### src/rtl/matrix_uart_printer_pkg.sv
// Shared types and constants for the matrix printer: matrix shape, ASCII codes
// and the printer FSM state encoding.
package project_pkg;

    localparam int MAT_MAX_ROWS = 5;
    localparam int MAT_MAX_COLS = 5;
    localparam int ROW_IDX_W    = 3;
    localparam int COL_IDX_W    = 3;
    localparam int CHAR_BUF_LEN = 6;

    typedef logic signed [7:0] matrix_element_t;

    typedef struct packed {
        logic [ROW_IDX_W-1:0] rows;
        logic [COL_IDX_W-1:0] cols;
        matrix_element_t [MAT_MAX_ROWS-1:0][MAT_MAX_COLS-1:0] data;
    } matrix_t;

    localparam logic [7:0] ASCII_SPACE = 8'h20;
    localparam logic [7:0] ASCII_MINUS = 8'h2D;
    localparam logic [7:0] ASCII_CR    = 8'h0D;
    localparam logic [7:0] ASCII_LF    = 8'h0A;
    localparam logic [7:0] ASCII_X     = 8'h78;
    localparam logic [7:0] ASCII_ZERO  = 8'h30;

    typedef logic [2:0] mtx_prn_state_t;
    localparam mtx_prn_state_t PRN_IDLE    = 3'd0;
    localparam mtx_prn_state_t PRN_LOAD    = 3'd1;
    localparam mtx_prn_state_t PRN_SEND    = 3'd2;
    localparam mtx_prn_state_t PRN_WAIT_HI = 3'd3;
    localparam mtx_prn_state_t PRN_WAIT_LO = 3'd4;
    localparam mtx_prn_state_t PRN_DONE    = 3'd5;

    function automatic logic [7:0] ascii_digit(input logic [3:0] d);
        return ASCII_ZERO + {4'b0000, d};
    endfunction

endpackage

### src/rtl/matrix_uart_printer_if.sv
// Request/status and uart_tx byte-strobe signals of the matrix printer.
interface matrix_uart_printer_if;
    import project_pkg::*;

    logic       start;
    matrix_t    matrix;
    logic       busy;
    logic       done;
    logic       tx_en;
    logic [7:0] tx_byte;
    logic       tx_busy;

    modport master (
        input  start, matrix, tx_busy,
        output busy, done, tx_en, tx_byte
    );

    modport slave (
        output start, matrix, tx_busy,
        input  busy, done, tx_en, tx_byte
    );

endinterface

### src/rtl/matrix_uart_printer_dec_digit_split.sv
// Splits a signed 8-bit value into sign, decimal digits and significant digit count.
module dec_digit_split
    import project_pkg::*;
(
    input  matrix_element_t value_i,
    output logic            neg_o,
    output logic [3:0]      hund_o,
    output logic [3:0]      tens_o,
    output logic [3:0]      ones_o,
    output logic [1:0]      ndig_o
);

    logic [7:0] raw;
    logic [7:0] mag;

    // Unsigned 8-bit negate keeps -128 representable as magnitude 128.
    assign raw    = value_i;
    assign neg_o  = raw[7];
    assign mag    = raw[7] ? (~raw + 8'd1) : raw;
    assign hund_o = 4'(mag / 8'd100);
    assign tens_o = 4'((mag / 8'd10) % 8'd10);
    assign ones_o = 4'(mag % 8'd10);
    assign ndig_o = (mag >= 8'd100) ? 2'd3 : (mag >= 8'd10) ? 2'd2 : 2'd1;

endmodule

### src/rtl/matrix_uart_printer.sv
// Prints a latched matrix as signed-decimal ASCII rows onto the uart_tx byte strobe.
// Optional MATRIX_TX_HEADER_EN prefixes the stream with "<rows>x<cols>\r\n".
module matrix_uart_printer
    import project_pkg::*;
#(
    parameter int MAX_ROWS = 5,
    parameter int MAX_COLS = 5
) (
    input logic                   clk,
    input logic                   rst,
    matrix_uart_printer_if.master bus
);

`ifdef MATRIX_TX_HEADER_EN
    localparam logic HDR_EN = 1'b1;
`else
    localparam logic HDR_EN = 1'b0;
`endif

    typedef logic [CHAR_BUF_LEN-1:0][7:0] char_buf_t;

    mtx_prn_state_t state_q, state_d;
    matrix_element_t [MAT_MAX_ROWS-1:0][MAT_MAX_COLS-1:0] data_q, data_d;
    logic [ROW_IDX_W-1:0] rows_q, rows_d, row_q, row_d, rows_clamp;
    logic [COL_IDX_W-1:0] cols_q, cols_d, col_q, col_d, cols_clamp;
    char_buf_t  chars_q, chars_d, elem_chars, hdr_chars;
    logic [2:0] cnt_q, cnt_d, idx_q, idx_d, elem_cnt, pos;
    logic [7:0] tx_byte_q, tx_byte_d;
    logic       fin_q, fin_d, hdr_q, hdr_d;
    logic       last_col, last_row, empty;
    logic       dig_neg;
    logic [3:0] dig_h, dig_t, dig_o;
    logic [1:0] dig_n;

    dec_digit_split u_split (
        .value_i (data_q[row_q][col_q]),
        .neg_o   (dig_neg),
        .hund_o  (dig_h),
        .tens_o  (dig_t),
        .ones_o  (dig_o),
        .ndig_o  (dig_n)
    );

    assign rows_clamp = (bus.matrix.rows > ROW_IDX_W'(MAX_ROWS)) ? ROW_IDX_W'(MAX_ROWS) : bus.matrix.rows;
    assign cols_clamp = (bus.matrix.cols > COL_IDX_W'(MAX_COLS)) ? COL_IDX_W'(MAX_COLS) : bus.matrix.cols;
    assign last_col   = (col_q == cols_q - 1'b1);
    assign last_row   = (row_q == rows_q - 1'b1);
    assign empty      = (rows_q == '0) || (cols_q == '0);

    always_comb begin
        hdr_chars    = '0;
        hdr_chars[0] = ascii_digit({1'b0, rows_q});
        hdr_chars[1] = ASCII_X;
        hdr_chars[2] = ascii_digit({1'b0, cols_q});
        hdr_chars[3] = ASCII_CR;
        hdr_chars[4] = ASCII_LF;
    end

    // Packs the current element and its separator left-aligned into the buffer.
    always_comb begin
        elem_chars = '0;
        pos        = '0;
        if (dig_neg) begin
            elem_chars[pos] = ASCII_MINUS;
            pos = pos + 3'd1;
        end
        if (dig_n == 2'd3) begin
            elem_chars[pos] = ascii_digit(dig_h);
            pos = pos + 3'd1;
        end
        if (dig_n >= 2'd2) begin
            elem_chars[pos] = ascii_digit(dig_t);
            pos = pos + 3'd1;
        end
        elem_chars[pos] = ascii_digit(dig_o);
        pos = pos + 3'd1;
        if (last_col) begin
            elem_chars[pos]        = ASCII_CR;
            elem_chars[pos + 3'd1] = ASCII_LF;
            pos = pos + 3'd2;
        end else begin
            elem_chars[pos] = ASCII_SPACE;
            pos = pos + 3'd1;
        end
        elem_cnt = pos;
    end

    always_comb begin
        state_d   = state_q;
        data_d    = data_q;
        rows_d    = rows_q;
        cols_d    = cols_q;
        row_d     = row_q;
        col_d     = col_q;
        chars_d   = chars_q;
        cnt_d     = cnt_q;
        idx_d     = idx_q;
        tx_byte_d = tx_byte_q;
        fin_d     = fin_q;
        hdr_d     = hdr_q;
        case (state_q)
            PRN_IDLE, PRN_DONE: begin
                state_d = PRN_IDLE;
                if (bus.start) begin
                    state_d = PRN_LOAD;
                    data_d  = bus.matrix.data;
                    rows_d  = rows_clamp;
                    cols_d  = cols_clamp;
                    row_d   = '0;
                    col_d   = '0;
                    fin_d   = 1'b0;
                    hdr_d   = HDR_EN;
                end
            end
            PRN_LOAD: begin
                if (hdr_q) begin
                    chars_d   = hdr_chars;
                    cnt_d     = 3'd5;
                    idx_d     = 3'd1;
                    tx_byte_d = hdr_chars[0];
                    hdr_d     = 1'b0;
                    state_d   = PRN_SEND;
                end else if (empty) begin
                    state_d = PRN_DONE;
                end else begin
                    chars_d   = elem_chars;
                    cnt_d     = elem_cnt;
                    idx_d     = 3'd1;
                    tx_byte_d = elem_chars[0];
                    fin_d     = last_col && last_row;
                    state_d   = PRN_SEND;
                    if (last_col) begin
                        col_d = '0;
                        row_d = row_q + 1'b1;
                    end else begin
                        col_d = col_q + 1'b1;
                    end
                end
            end
            PRN_SEND:    state_d = PRN_WAIT_HI;
            PRN_WAIT_HI: if (bus.tx_busy) state_d = PRN_WAIT_LO;
            PRN_WAIT_LO: begin
                if (!bus.tx_busy) begin
                    if (idx_q < cnt_q) begin
                        tx_byte_d = chars_q[idx_q];
                        idx_d     = idx_q + 3'd1;
                        state_d   = PRN_SEND;
                    end else if (fin_q) begin
                        state_d = PRN_DONE;
                    end else begin
                        state_d = PRN_LOAD;
                    end
                end
            end
            default: state_d = PRN_IDLE;
        endcase
    end

    always_ff @(posedge clk) begin
        if (rst) begin
            state_q   <= PRN_IDLE;
            data_q    <= '0;
            rows_q    <= '0;
            cols_q    <= '0;
            row_q     <= '0;
            col_q     <= '0;
            chars_q   <= '0;
            cnt_q     <= '0;
            idx_q     <= '0;
            tx_byte_q <= '0;
            fin_q     <= 1'b0;
            hdr_q     <= 1'b0;
        end else begin
            state_q   <= state_d;
            data_q    <= data_d;
            rows_q    <= rows_d;
            cols_q    <= cols_d;
            row_q     <= row_d;
            col_q     <= col_d;
            chars_q   <= chars_d;
            cnt_q     <= cnt_d;
            idx_q     <= idx_d;
            tx_byte_q <= tx_byte_d;
            fin_q     <= fin_d;
            hdr_q     <= hdr_d;
        end
    end

    assign bus.tx_en   = (state_q == PRN_SEND);
    assign bus.tx_byte = tx_byte_q;
    assign bus.busy    = (state_q != PRN_IDLE) && (state_q != PRN_DONE);
    assign bus.done    = (state_q == PRN_DONE);

endmodule

### src/flat_wrapper.sv
// flat-port wrapper written by rule: the top's interface ports become plain ports
module matrix_uart_printer_flat import project_pkg::*;
#(
    parameter int MAX_ROWS = 5,
    parameter int MAX_COLS = 5
)
  (clk, rst, bus_start, bus_matrix, bus_tx_busy, bus_busy, bus_done, bus_tx_en, bus_tx_byte);
  matrix_uart_printer_if bus_i ();
  input logic clk;
  input logic rst;
  input wire logic [$bits(bus_i.start)-1:0] bus_start;
  input wire logic [$bits(bus_i.matrix)-1:0] bus_matrix;
  input wire logic [$bits(bus_i.tx_busy)-1:0] bus_tx_busy;
  output wire logic [$bits(bus_i.busy)-1:0] bus_busy;
  output wire logic [$bits(bus_i.done)-1:0] bus_done;
  output wire logic [$bits(bus_i.tx_en)-1:0] bus_tx_en;
  output wire logic [$bits(bus_i.tx_byte)-1:0] bus_tx_byte;
  assign bus_i.start = bus_start;
  assign bus_i.matrix = bus_matrix;
  assign bus_i.tx_busy = bus_tx_busy;
  assign bus_busy = bus_i.busy;
  assign bus_done = bus_i.done;
  assign bus_tx_en = bus_i.tx_en;
  assign bus_tx_byte = bus_i.tx_byte;
  matrix_uart_printer #(.MAX_ROWS(MAX_ROWS), .MAX_COLS(MAX_COLS)) u_core (.clk(clk), .rst(rst), .bus(bus_i));
endmodule
### config.mk
export PLATFORM = sky130hd
export DESIGN_NAME = matrix_uart_printer_flat
export DESIGN_NICKNAME = d
export VERILOG_FILES = /design/src/rtl/matrix_uart_printer_pkg.sv /design/src/rtl/matrix_uart_printer_if.sv /design/src/rtl/matrix_uart_printer_dec_digit_split.sv /design/src/rtl/matrix_uart_printer.sv /design/src/flat_wrapper.sv
export SDC_FILE = /design/constraint.sdc
export NUM_CORES = 1
export LEC_CHECK = 0
export ABC_AREA = 0
export CELL_PAD_IN_SITES_DETAIL_PLACEMENT = 2
export CELL_PAD_IN_SITES_GLOBAL_PLACEMENT = 2
export CORE_ASPECT_RATIO = 1.5
export CORE_MARGIN = 2
export CORE_UTILIZATION = 34
export DETAILED_ROUTE_END_ITERATION = 7
export GPL_TIMING_DRIVEN = 0
export MAX_ROUTING_LAYER = met4
export PLACE_DENSITY = 0.93
export RECOVER_POWER = 50
export SLEW_MARGIN = 20
export SYNTH_ARGS = -nofsm -noshare
export SYNTH_HDL_FRONTEND = slang
export SYNTH_SLANG_ARGS = --single-unit
export TNS_END_PERCENT = 1
### constraint.sdc
create_clock -name clk -period 19.28 [get_ports clk]
set_input_delay 4.82 -clock clk [delete_from_list [all_inputs] [get_ports clk]]
set_output_delay 4.82 -clock clk [all_outputs]
set_load 0.01 [all_outputs]
Word-level counts from Yosys, hierarchy flattened
Index checks and enable logic that the tools add are counted.
{"block": "word_totals", "mem_bits_rw": 0, "output_inout_bits": 11, "latchBits": 0, "elab_cells": 198, "mem_count": 0, "regBits": 279, "romBits": 0, "in_bits": 210}
{"block": "classes", "n_mux": 68, "reduce_logical": 22, "bitwise": 10, "n_addsub": 16, "order_cmp": 19, "n_eq_ne": 18, "div": 4, "shifts": 0, "n_mul": 0}
{"cell": "2-to-1 mux 48 bit", "n": 5}
{"cell": "bitwise mux 48 bit", "n": 3}
{"cell": "binary-select mux 40 bit (select 3 bit)", "n": 1}
{"cell": "demux 8 bit (select 3 bit)", "n": 5}
{"cell": "2-to-1 mux 8 bit", "n": 12}
{"cell": "2-to-1 mux 3 bit", "n": 24}
{"cell": "binary-select mux 8 bit (select 3 bit)", "n": 2}
{"cell": "bitwise AND 42 bit", "n": 1}
{"cell": "NOT 42 bit", "n": 1}
{"cell": "2-to-1 mux 40 bit", "n": 1}
{"cell": "bitwise AND 36 bit", "n": 1}
{"cell": "NOT 36 bit", "n": 1}
{"cell": "bitwise AND 30 bit", "n": 1}
{"cell": "NOT 30 bit", "n": 1}
{"cell": "< comparator 3 x 4 -> 1 bit, second input constant", "n": 7}
{"cell": "adder 6 x 4 -> 7 bit, first input constant", "n": 3}
{"cell": "adder 3 x 1 -> 3 bit, second input constant", "n": 6}
{"cell": "bitwise OR 18 bit", "n": 1}
{"cell": "one-hot mux 3 bit (2 select lines)", "n": 3}
{"cell": "remainder unit 8 x 4 -> 8 bit, second input constant", "n": 2}
{"cell": "one-hot mux 8 bit (2 select lines)", "n": 1}
{"cell": "one-hot mux 3 bit (5 select lines)", "n": 1}
{"cell": "adder 6 x 3 -> 7 bit, first input constant", "n": 2}
{"cell": ">= comparator 3 x 1 -> 1 bit, second input constant", "n": 4}
{"cell": "other kinds (38)", "n": 68}

Logic depth before layout (Yosys ltp)
Gate-level depths: netlist of run 1.
{"block": "logic_depth", "depth_word": 26, "ltp_mapped": 35, "mapped_depth_nobuf": 30}

Cells and area by module
From an unflattened synthesis of run 1, not the netlist that was laid out.
{"block": "hier_totals", "cells_unflattened": 1707, "area_unflattened_um2": 13900.8}
{"mod": "matrix_uart_printer", "area_per_inst_um2": 12462.0, "n_inst": 1, "seq_area_each_um2": 5285.1, "cells_each": 1506}
{"mod": "dec_digit_split", "area_per_inst_um2": 1438.9, "n_inst": 1, "seq_area_each_um2": 0.0, "cells_each": 201}

Least setup slack after synthesis of run 1
OpenSTA, ideal clock, no wires.
{"block": "synth_path", "path_kind": "register to register", "startpoint": "reg u_core.row_q[0]", "endpoint": "reg u_core.chars_q[3] (netlist name)", "setup_slack_ns": 12.054, "path_buffers": 2, "required_time_ns": 19.152, "path_stages_with_launch": 32, "period_less_slack_ns": 7.226, "arrival_ns": 7.098, "setup_time_ns": 0.128, "path_cell_list": "dfxtp_1 -> buf_4 -> mux4_1 -> a22o_1 -> a211oi_2 -> o41ai_4 -> clkinv_1 -> ha_1 -> o211ai_1 -> o21ai_1 -> xor2_1 -> inv_1 -> ha_1 -> nand2b_1 -> nand4_1 -> nand3_1 -> o21ai_2 -> buf_6 -> mux2_4 -> o21ai_1 -> xnor2_1 -> ha_1 -> a31oi_1 -> inv_1 -> maj3_1 -> a21oi_1 -> ha_1 -> a21oi_1 -> xnor2_1 -> o21a_1 -> a2111oi_2 -> nor2_1"}
{"block": "synth_between", "elab_chain_cells": 24, "elab_cells_between_ends": 65, "cone_classes": "add/sub: 8; div: 4; order compare: 13; eq/ne: 1; mux: 29; bitwise: 5; reduce/logical: 5"}
{"item": "from (decl)", "line_no": "matrix_uart_printer.sv:24", "source": "logic [ROW_IDX_W-1:0] rows_q, rows_d, row_q, row_d, rows_clamp;"}
{"item": "from (signal assigned)", "line_no": "matrix_uart_printer.sv:178", "source": "row_q <= row_d;"}
{"item": "binary-select mux 40 bit (select 3 bit) (*)", "line_no": "matrix_uart_printer.sv:36", "source": ".value_i (data_q[row_q][col_q]),"}
{"item": "2-to-1 mux 40 bit (not written as such) (*)", "line_no": "matrix_uart_printer.sv:36"}
{"item": "binary-select mux 8 bit (select 3 bit) (*)", "line_no": "matrix_uart_printer.sv:36"}
{"item": "2-to-1 mux 8 bit (not written as such) (*)", "line_no": "matrix_uart_printer.sv:36"}
{"item": "parallel branches: the longest is 17 deep, another holds adder 8 x 1 -> 8 bit"}
{"item": "2-to-1 mux 48 bit (*)", "line_no": "matrix_uart_printer.sv:77", "source": "if (last_col) begin"}
{"item": "2-to-1 mux 48 bit (*)", "line_no": "matrix_uart_printer.sv:123", "source": "end else if (empty) begin"}
{"item": "2-to-1 mux 48 bit (*)", "line_no": "matrix_uart_printer.sv:116", "source": "if (hdr_q) begin"}
{"item": "to (signal assigned)", "line_no": "matrix_uart_printer.sv:180", "source": "chars_q <= chars_d;"}
{"item": "to (decl)", "line_no": "matrix_uart_printer.sv:26", "source": "char_buf_t chars_q, chars_d, elem_chars, hdr_chars;"}
Every way passes the cells marked *. The select of a mux whose other input is x is not followed.
A chain may end at the register's enable or synchronous reset.

Worst setup path in the final report of run 1
{"block": "layout_path", "startpoint": "reg u_core.col_q[0]", "endpoint": "reg u_core.chars_q[3] (netlist name)"}
{"block": "layout_between", "elab_chain_cells": 22, "elab_cells_between_ends": 64, "cone_classes": "add/sub: 8; div: 4; order compare: 13; eq/ne: 2; mux: 27; bitwise: 5; reduce/logical: 5"}
{"item": "from (decl)", "line_no": "matrix_uart_printer.sv:25", "source": "logic [COL_IDX_W-1:0] cols_q, cols_d, col_q, col_d, cols_clamp;"}
{"item": "from (signal assigned)", "line_no": "matrix_uart_printer.sv:179", "source": "col_q <= col_d;"}
{"item": "parallel branches: the longest is 19 deep, another holds adder 8 x 1 -> 8 bit"}
{"item": "2-to-1 mux 48 bit (*)", "line_no": "matrix_uart_printer.sv:77"}
{"item": "2-to-1 mux 48 bit (*)", "line_no": "matrix_uart_printer.sv:123"}
{"item": "2-to-1 mux 48 bit (*)", "line_no": "matrix_uart_printer.sv:116"}
Marked as above.

==> flow_metrics.env, run 1 <==
export IMPL_synth_top_cell_by_area="dfxtp_1"
export IMPL_post_cts_setup_buffers=0
export IMPL_firstDrtPassIters=5
export IMPL_fin_cells=2495
export IMPL_final_setup_worst_slack_ns=8.09
export IMPL_synth_top_cell_area_share=0.384
export IMPL_p_per_area_nw_per_um2=199
export IMPL_synthTopCellsByArea="dfxtp_1 (38%), nand2_1 (13%), a21oi_1 (9.6%), mux4_2 (5.1%), mux2i_1 (3.1%)"
export IMPL_min_to="u_core.chars_q[28]"
export IMPL_final_setup_viol_count=0
export IMPL_leakage_nw=6.23
export IMPL_status="complete, but fails checks"
export IMPL_fin_setup_tns_ns=0
export IMPL_cts_resized=0
export IMPL_cp_end_kind="flop"
export IMPL_synth_seq_cells=264
export IMPL_synthFlopType="dfxtp_1"
export IMPL_design_core_area_um2=40100
export IMPL_nets=2205
export IMPL_grt_ovfl_total=0
export IMPL_cts_tree="yes"
export IMPL_fin_area_um2=17600
export IMPL_fp_dieH_um=250
export IMPL_peakVddDrop_v=0.000109
export IMPL_num_io_pins=221
export IMPL_numCtsBuffers=29
export IMPL_async_flop_share=0
export IMPL_worst_pin_slew_ns=1.52
export IMPL_syn_to_final_growth_pct=28.0
export IMPL_post_route_drc_count=0
export IMPL_crit_slowest_cell="o41ai_4"
export IMPL_finalMaxSlewViolations=11
export IMPL_whs_ns=0.466
export IMPL_drt_iter0_drc=1079
export IMPL_post_drt_via_cell_ratio=6.26
export IMPL_start_kind="flop"
export IMPL_hold_path_class="flop to flop"
export IMPL_hold_viol=0
export IMPL_drt_total_wl_um=80500
export IMPL_num_vias=15600
export IMPL_timing_rr_end="u_core.chars_q[3]"
export IMPL_timing_final_crit_share=0.580
export IMPL_clockRootBuffer="clkbuf_16"
export IMPL_yosysMostFrequentCell="nand2_1"
export IMPL_p_total_mw=3.51
export IMPL_fmax_mhz=89.4
export IMPL_yosysWarnings=0
export IMPL_hpwl_um=54200
export IMPL_dpl_cell_area_um2=16600
export IMPL_grt_max_degree=15
export IMPL_r2r_cells=32
export IMPL_drive_gt1_frac=0.0825
export IMPL_path_max_fanout=10
export IMPL_r2r_start="u_core.col_q[0]"
export IMPL_synth_edf_count=0
export IMPL_grt_pass1_wl_um=118000
export IMPL_syn_area_um2=13800
export IMPL_dieArea_um2=42100
export IMPL_avgSynthCellArea_um2=8.01
export IMPL_violations="max-capacitance violations, max-slew violations"
export IMPL_gp_congestion=0.929
export IMPL_finClkSkew_ns=0.0331
export IMPL_routedWlPerCell_um=32.3
export IMPL_path_clk_slew_ns=0.07
export IMPL_fin_util=0.439
export IMPL_critPathMaxStageDelay_ns=1.00
export IMPL_min_delay_start="u_core.chars_q[28]"
export IMPL_holdPathStages=2
export IMPL_synthDistinctLibCells=104
export IMPL_yosysSeqAreaShare=0.384
export IMPL_reg2reg_slack_ns=8.09
export IMPL_post_place_ws_ns=8.69
export IMPL_dp_cells=2441
export IMPL_core_rowCount=90
export IMPL_clock_latency_ns=0.60
export IMPL_track_usage=0.388
export IMPL_fillers=4391
export IMPL_cts_buffer_depth=3
export IMPL_grt_pass1_vias=18000
export IMPL_cpMostUsedCell="ha_1"
export IMPL_layout_min_cycle_time_ns=11.19
export IMPL_start_util=0.343
export IMPL_worst_endpoint_required_ns=19.74
export IMPL_dieWidth_um=168
export IMPL_postCtsHoldBufs=0
export IMPL_portBuffers=217
export IMPL_arrival_ns=11.64
export IMPL_path_class="flop to flop"
export IMPL_rsz0062_at_grt="false"
export IMPL_drv_cap=1
export IMPL_drtAntennaViolNets=0
export IMPL_clock_sink_count=264
export IMPL_synth_commonest_cells="nand2_1 (465), a21oi_1 (265), dfxtp_1 (264), clkbuf_1 (100), nor2_1 (80)"
export IMPL_antenna_found_initial=1
export IMPL_syn_instance_count=1717
export IMPL_slew_headroom=-0.0209
export IMPL_htree_levels=1
## sequential cells by signal (all words and copies together) (netlist names), 3 cells and up
name / flops
u_core.rows_q: 3
u_core.idx_q: 3
u_core.state_q: 3
u_core.bus.tx_byte: 6
u_core.data_q: 200
u_core.cols_q: 3
u_core.cnt_q: 3
u_core.col_q: 3
u_core.chars_q: 36
u_core.row_q: 3
## how the worst max path moves through the flow
stage | from | endpoint | slack, ns | cells after the start
6_report | u_core.col_q[0] | u_core.chars_q[3] | 8.09 | 32
5_1_grt | u_core.col_q[0] | u_core.chars_q[3] | 7.78 | 32
4_1_cts | u_core.col_q[0] | u_core.chars_q[3] | 8.46 | 32
3_5_place_dp | u_core.row_q[2] | u_core.chars_q[3] | 8.69 | 31
3_3_place_gp | u_core.row_q[2] | u_core.chars_q[3] | 8.95 | 31
2_1_floorplan | u_core.row_q[0] | u_core.chars_q[3] | 12.05 | 31
## cell type report
type	instances	area, um^2	share of cell area
Timing Repair Buffer	217	2170	0.123
Antenna cell	1	2.50	0.000142
Clock inverter	16	210	0.0119
Inverter	33	125	0.00711
Sequential cell	264	5290	0.300
Multi-Input combinational cell	1295	7800	0.443
Tap cell	506	633	0.0360
Buffer	126	548	0.0311
Clock buffer	37	826	0.0469
## placed cells by master, fill, tap and decap left out, types with 20 or more instances in the layout
cell type,instances
inv_1,27
nor2_1,80
ha_1,28
dfxtp_1,264
o21ai_0,45
clkbuf_16,29
clkbuf_1,101
a21oi_1,265
mux4_2,31
nand2_1,465
nand3_1,20
clkdlybuf4s50_1,208
mux2i_1,43
nor3_1,27
a211oi_1,20
## per-layer routing
layer  track usage  up-vias  wire (um)
li1              -     6528          -
met1         0.354     7704      26000
met2         0.669      881      40100
met3        0.0782      500       5150
met4         0.366        0       9260
met5             -        -          0
## where the power goes
| part | internal, mW | switching, mW |
|---|---|---|
| Combinational | 0.615 | 1.48 |
| Sequential | 0.683 | 0.109 |
| Clock | 0.358 | 0.269 |
## logic make-up after synthesis
family / count (synthesis) / synth area share
XOR/XNOR: 20 / 0.0144
buffers and inverters: 159 / 0.0489
AO/OA/AOI/OAI: 483 / 0.223
adder cells (fa/ha/maj): 30 / 0.0276
multiplexers: 87 / 0.0940
other: 1 / 0.000273
flip-flops: 264 / 0.384
AND/OR/NAND/NOR: 673 / 0.208
## worst max-delay path, delay by kind of cell (launching register included)
family | cells | cell delay (ns)
AO/OA/AOI/OAI | 12 | 4.54
XOR/XNOR | 3 | 1.16
adder cells (fa/ha/maj) | 5 | 1.63
buffers and inverters | 6 | 2.09
flip-flops | 1 | 0.39
multiplexers | 2 | 0.58
AND/OR/NAND/NOR | 4 | 0.63
No activity file was read; power rests on OpenSTA's default activity.
==> run 2, diff against run 1 <==
--- a/config.mk
+++ b/config.mk
@@ -10,11 +10,11 @@
 export CELL_PAD_IN_SITES_GLOBAL_PLACEMENT = 2
 export CORE_ASPECT_RATIO = 1.5
 export CORE_MARGIN = 2
-export CORE_UTILIZATION = 34
+export CORE_UTILIZATION = 29
 export DETAILED_ROUTE_END_ITERATION = 7
 export GPL_TIMING_DRIVEN = 0
 export MAX_ROUTING_LAYER = met4
-export PLACE_DENSITY = 0.93
+export PLACE_DENSITY = 0.86
 export RECOVER_POWER = 50
 export SLEW_MARGIN = 20
 export SYNTH_ARGS = -nofsm -noshare
==> constraint.sdc (replaced) <==
create_clock -name clk -period 9.6 [get_ports clk]
set_input_delay 2.4 -clock clk [delete_from_list [all_inputs] [get_ports clk]]
set_output_delay 2.4 -clock clk [all_outputs]
set_load 0.01 [all_outputs]
==> flow_metrics.env, run 2 (synthesis gave the netlist of run 1 again) <==
export IMPL_status="complete, no violations"
export IMPL_final_setup_viol_count=0
export IMPL_hold_path_class="flop to flop"
export IMPL_post_route_drc_count=0
export IMPL_antenna_found_initial=0
export IMPL_cp_buffers_inverters=8
export IMPL_crit_family="compound AO/OA/AOI/OAI gates"
export IMPL_final_setup_worst_slack_ns=0.457
export IMPL_clockPowerShare=0.170
export IMPL_dieArea_um2=49200
export IMPL_critPathMaxStageDelay_ns=0.68
export IMPL_worst_pin_slew_ns=1.07
export IMPL_drv_cap=0
export IMPL_final_cell_mix="nand2_1 (465), a21oi_1 (265), dfxtp_1 (264), clkdlybuf4s50_1 (210), clkbuf_1 (109)"
export IMPL_fp_dieH_um=271
export IMPL_cts_buffer_depth=3
export IMPL_postCtsHoldBufs=0
export IMPL_drive_gt1_frac=0.0814
export IMPL_rsz0062_at_grt="false"
export IMPL_hold_viol=0
export IMPL_fmax_mhz=109
export IMPL_fin_setup_tns_ns=0
export IMPL_grt_ovfl_total=0
export IMPL_diodes=0
export IMPL_slew_headroom=0.285
export IMPL_fin_area_um2=17700
export IMPL_drt_total_wl_um=66600
export IMPL_firstDrtPassIters=5
export IMPL_numCtsBuffers=28
export IMPL_worst_endpoint_required_ns=10.10
export IMPL_cpMostUsedCell="buf_6"
export IMPL_layout_min_cycle_time_ns=9.14
export IMPL_timing_final_crit_share=0.952
export IMPL_drt_iter0_drc=640
export IMPL_whs_ns=0.460
export IMPL_largest_reg_flops=200
export IMPL_cp_end_kind="flop"
export IMPL_finalMaxSlewViolations=0
export IMPL_portBuffers=217
export IMPL_path_clk_slew_ns=0.07
export IMPL_p_sw_frac=0.514
export IMPL_peakVddDrop_v=0.000197
export IMPL_start_kind="flop"
export IMPL_internal_power_mw=3.26
export IMPL_drtAntennaViolNets=0
export IMPL_hpwl_um=52200
export IMPL_track_usage=0.273
export IMPL_p_per_area_nw_per_um2=380
export IMPL_htree_levels=1
export IMPL_post_place_ws_ns=-0.765
export IMPL_grt_pass1_wl_um=98900
export IMPL_crit_slowest_cell="xnor2_1"
export IMPL_dieWidth_um=182
export IMPL_arrival_ns=9.65
export IMPL_grt_max_degree=16
export IMPL_dpl_cell_area_um2=16700
export IMPL_finClkSkew_ns=0.0236
export IMPL_clockRootBuffer="clkbuf_16"
export IMPL_fillers=5274
export IMPL_num_vias=14300
export IMPL_path_max_fanout=10
export IMPL_routedWlPerCell_um=25.8
export IMPL_design_core_area_um2=46700
export IMPL_final_common_cell="nand2_1"
export IMPL_leakage_nw=6.20
export IMPL_gp_congestion=0.973
export IMPL_fin_util=0.378
export IMPL_p_switching_mw=3.45
export IMPL_clock_sink_count=264
export IMPL_post_drt_via_cell_ratio=5.55
export IMPL_cts_tree="yes"
export IMPL_grt_pass1_vias=16200
export IMPL_num_io_pins=221
export IMPL_core_rowCount=97
export IMPL_path_class="flop to flop"
export IMPL_power_frac_seq=0.231
export IMPL_syn_to_final_growth_pct=28.4
export IMPL_clock_latency_ns=0.60
export IMPL_p_comb_frac=0.599
export IMPL_top_register="u_core.data_q"
export IMPL_nets=2208
export IMPL_start_util=0.294
-- run 2: changes by cell type in the layout (fill, tap and decap cells not counted), sizes merged --
cell	change
clkbuf	+7
buf	+4
clkinv	-3
inv	-3
bufinv	-2
clkdlybuf4s50	+2
dlygate4sd3	-2
clkinvlp	-1
diode	-1
-- run 2: per-stage QoR --
stage          total power, mW  instances
6_report                  6.72       2584
3_3_place_gp              5.33       2529
5_1_grt                   7.08       2584
3_5_place_dp              5.52       2529
4_1_cts                   6.70       2581
2_1_floorplan             4.00       1718
-- run 2: worst reg2reg max path: cells and delay by family, from the launching register on --
family | cells | cell delay (ns)
simple gates | 3 | 0.48
fa+ha+maj | 5 | 1.32
mux | 2 | 0.74
compound gates | 12 | 3.34
xor+xnor | 3 | 1.09
flops | 1 | 0.37
buf+inv | 8 | 1.72
-- run 2: final timing paths --
check	startpoint	end	slack, ns	depth (start not counted)
setup reg to reg	u_core.col_q[0]	u_core.chars_q[19]	0.46	33
hold / removal	u_core.data_q[2]	u_core.data_q[2]	0.46	2
setup / recovery	u_core.col_q[0]	u_core.chars_q[19]	0.46	33
hold reg to reg	u_core.data_q[2]	u_core.data_q[2]	0.46	2
-- run 2: routing by layer --
metal	up-vias	GRT usage	routed length, um	share of wire
met5	-	-	0	0
met4	0	0.158	4210	0.063
met3	178	0.0260	2170	0.033
met2	431	0.522	36500	0.55
met1	7204	0.264	23700	0.36
li1	6527	-	-	-
-- run 2: repair_timing --
action,CTS,global route
resized for setup,2,2
pin swaps,1,1
setup endpoints to repair,26,26
buffers inserted,1,3
-- run 2: layout make-up --
| class | count | area (um^2) | share of cell area |
|---|---|---|---|
| clock inverter | 7 | 114 | 0.00644 |
| multi-input combinational | 1295 | 7820 | 0.443 |
| sequential | 264 | 5290 | 0.299 |
| clock buffer | 44 | 831 | 0.0470 |
| buffer | 126 | 548 | 0.0310 |
| tap | 594 | 743 | 0.0421 |
| inverter | 33 | 126 | 0.00715 |
| timing repair buffer | 221 | 2200 | 0.125 |
-- run 2: power by group through the flow --
stage                     registers (mW)  logic [mW]  clock network (mW)
after floorplan                     1.49        2.51                   0
after global placement              1.54        3.79                   0
after detailed placement            1.56        3.95                   0
after CTS                           1.55        4.01                1.15
after global routing                1.57        4.31                1.19
final                               1.55        4.02                1.14
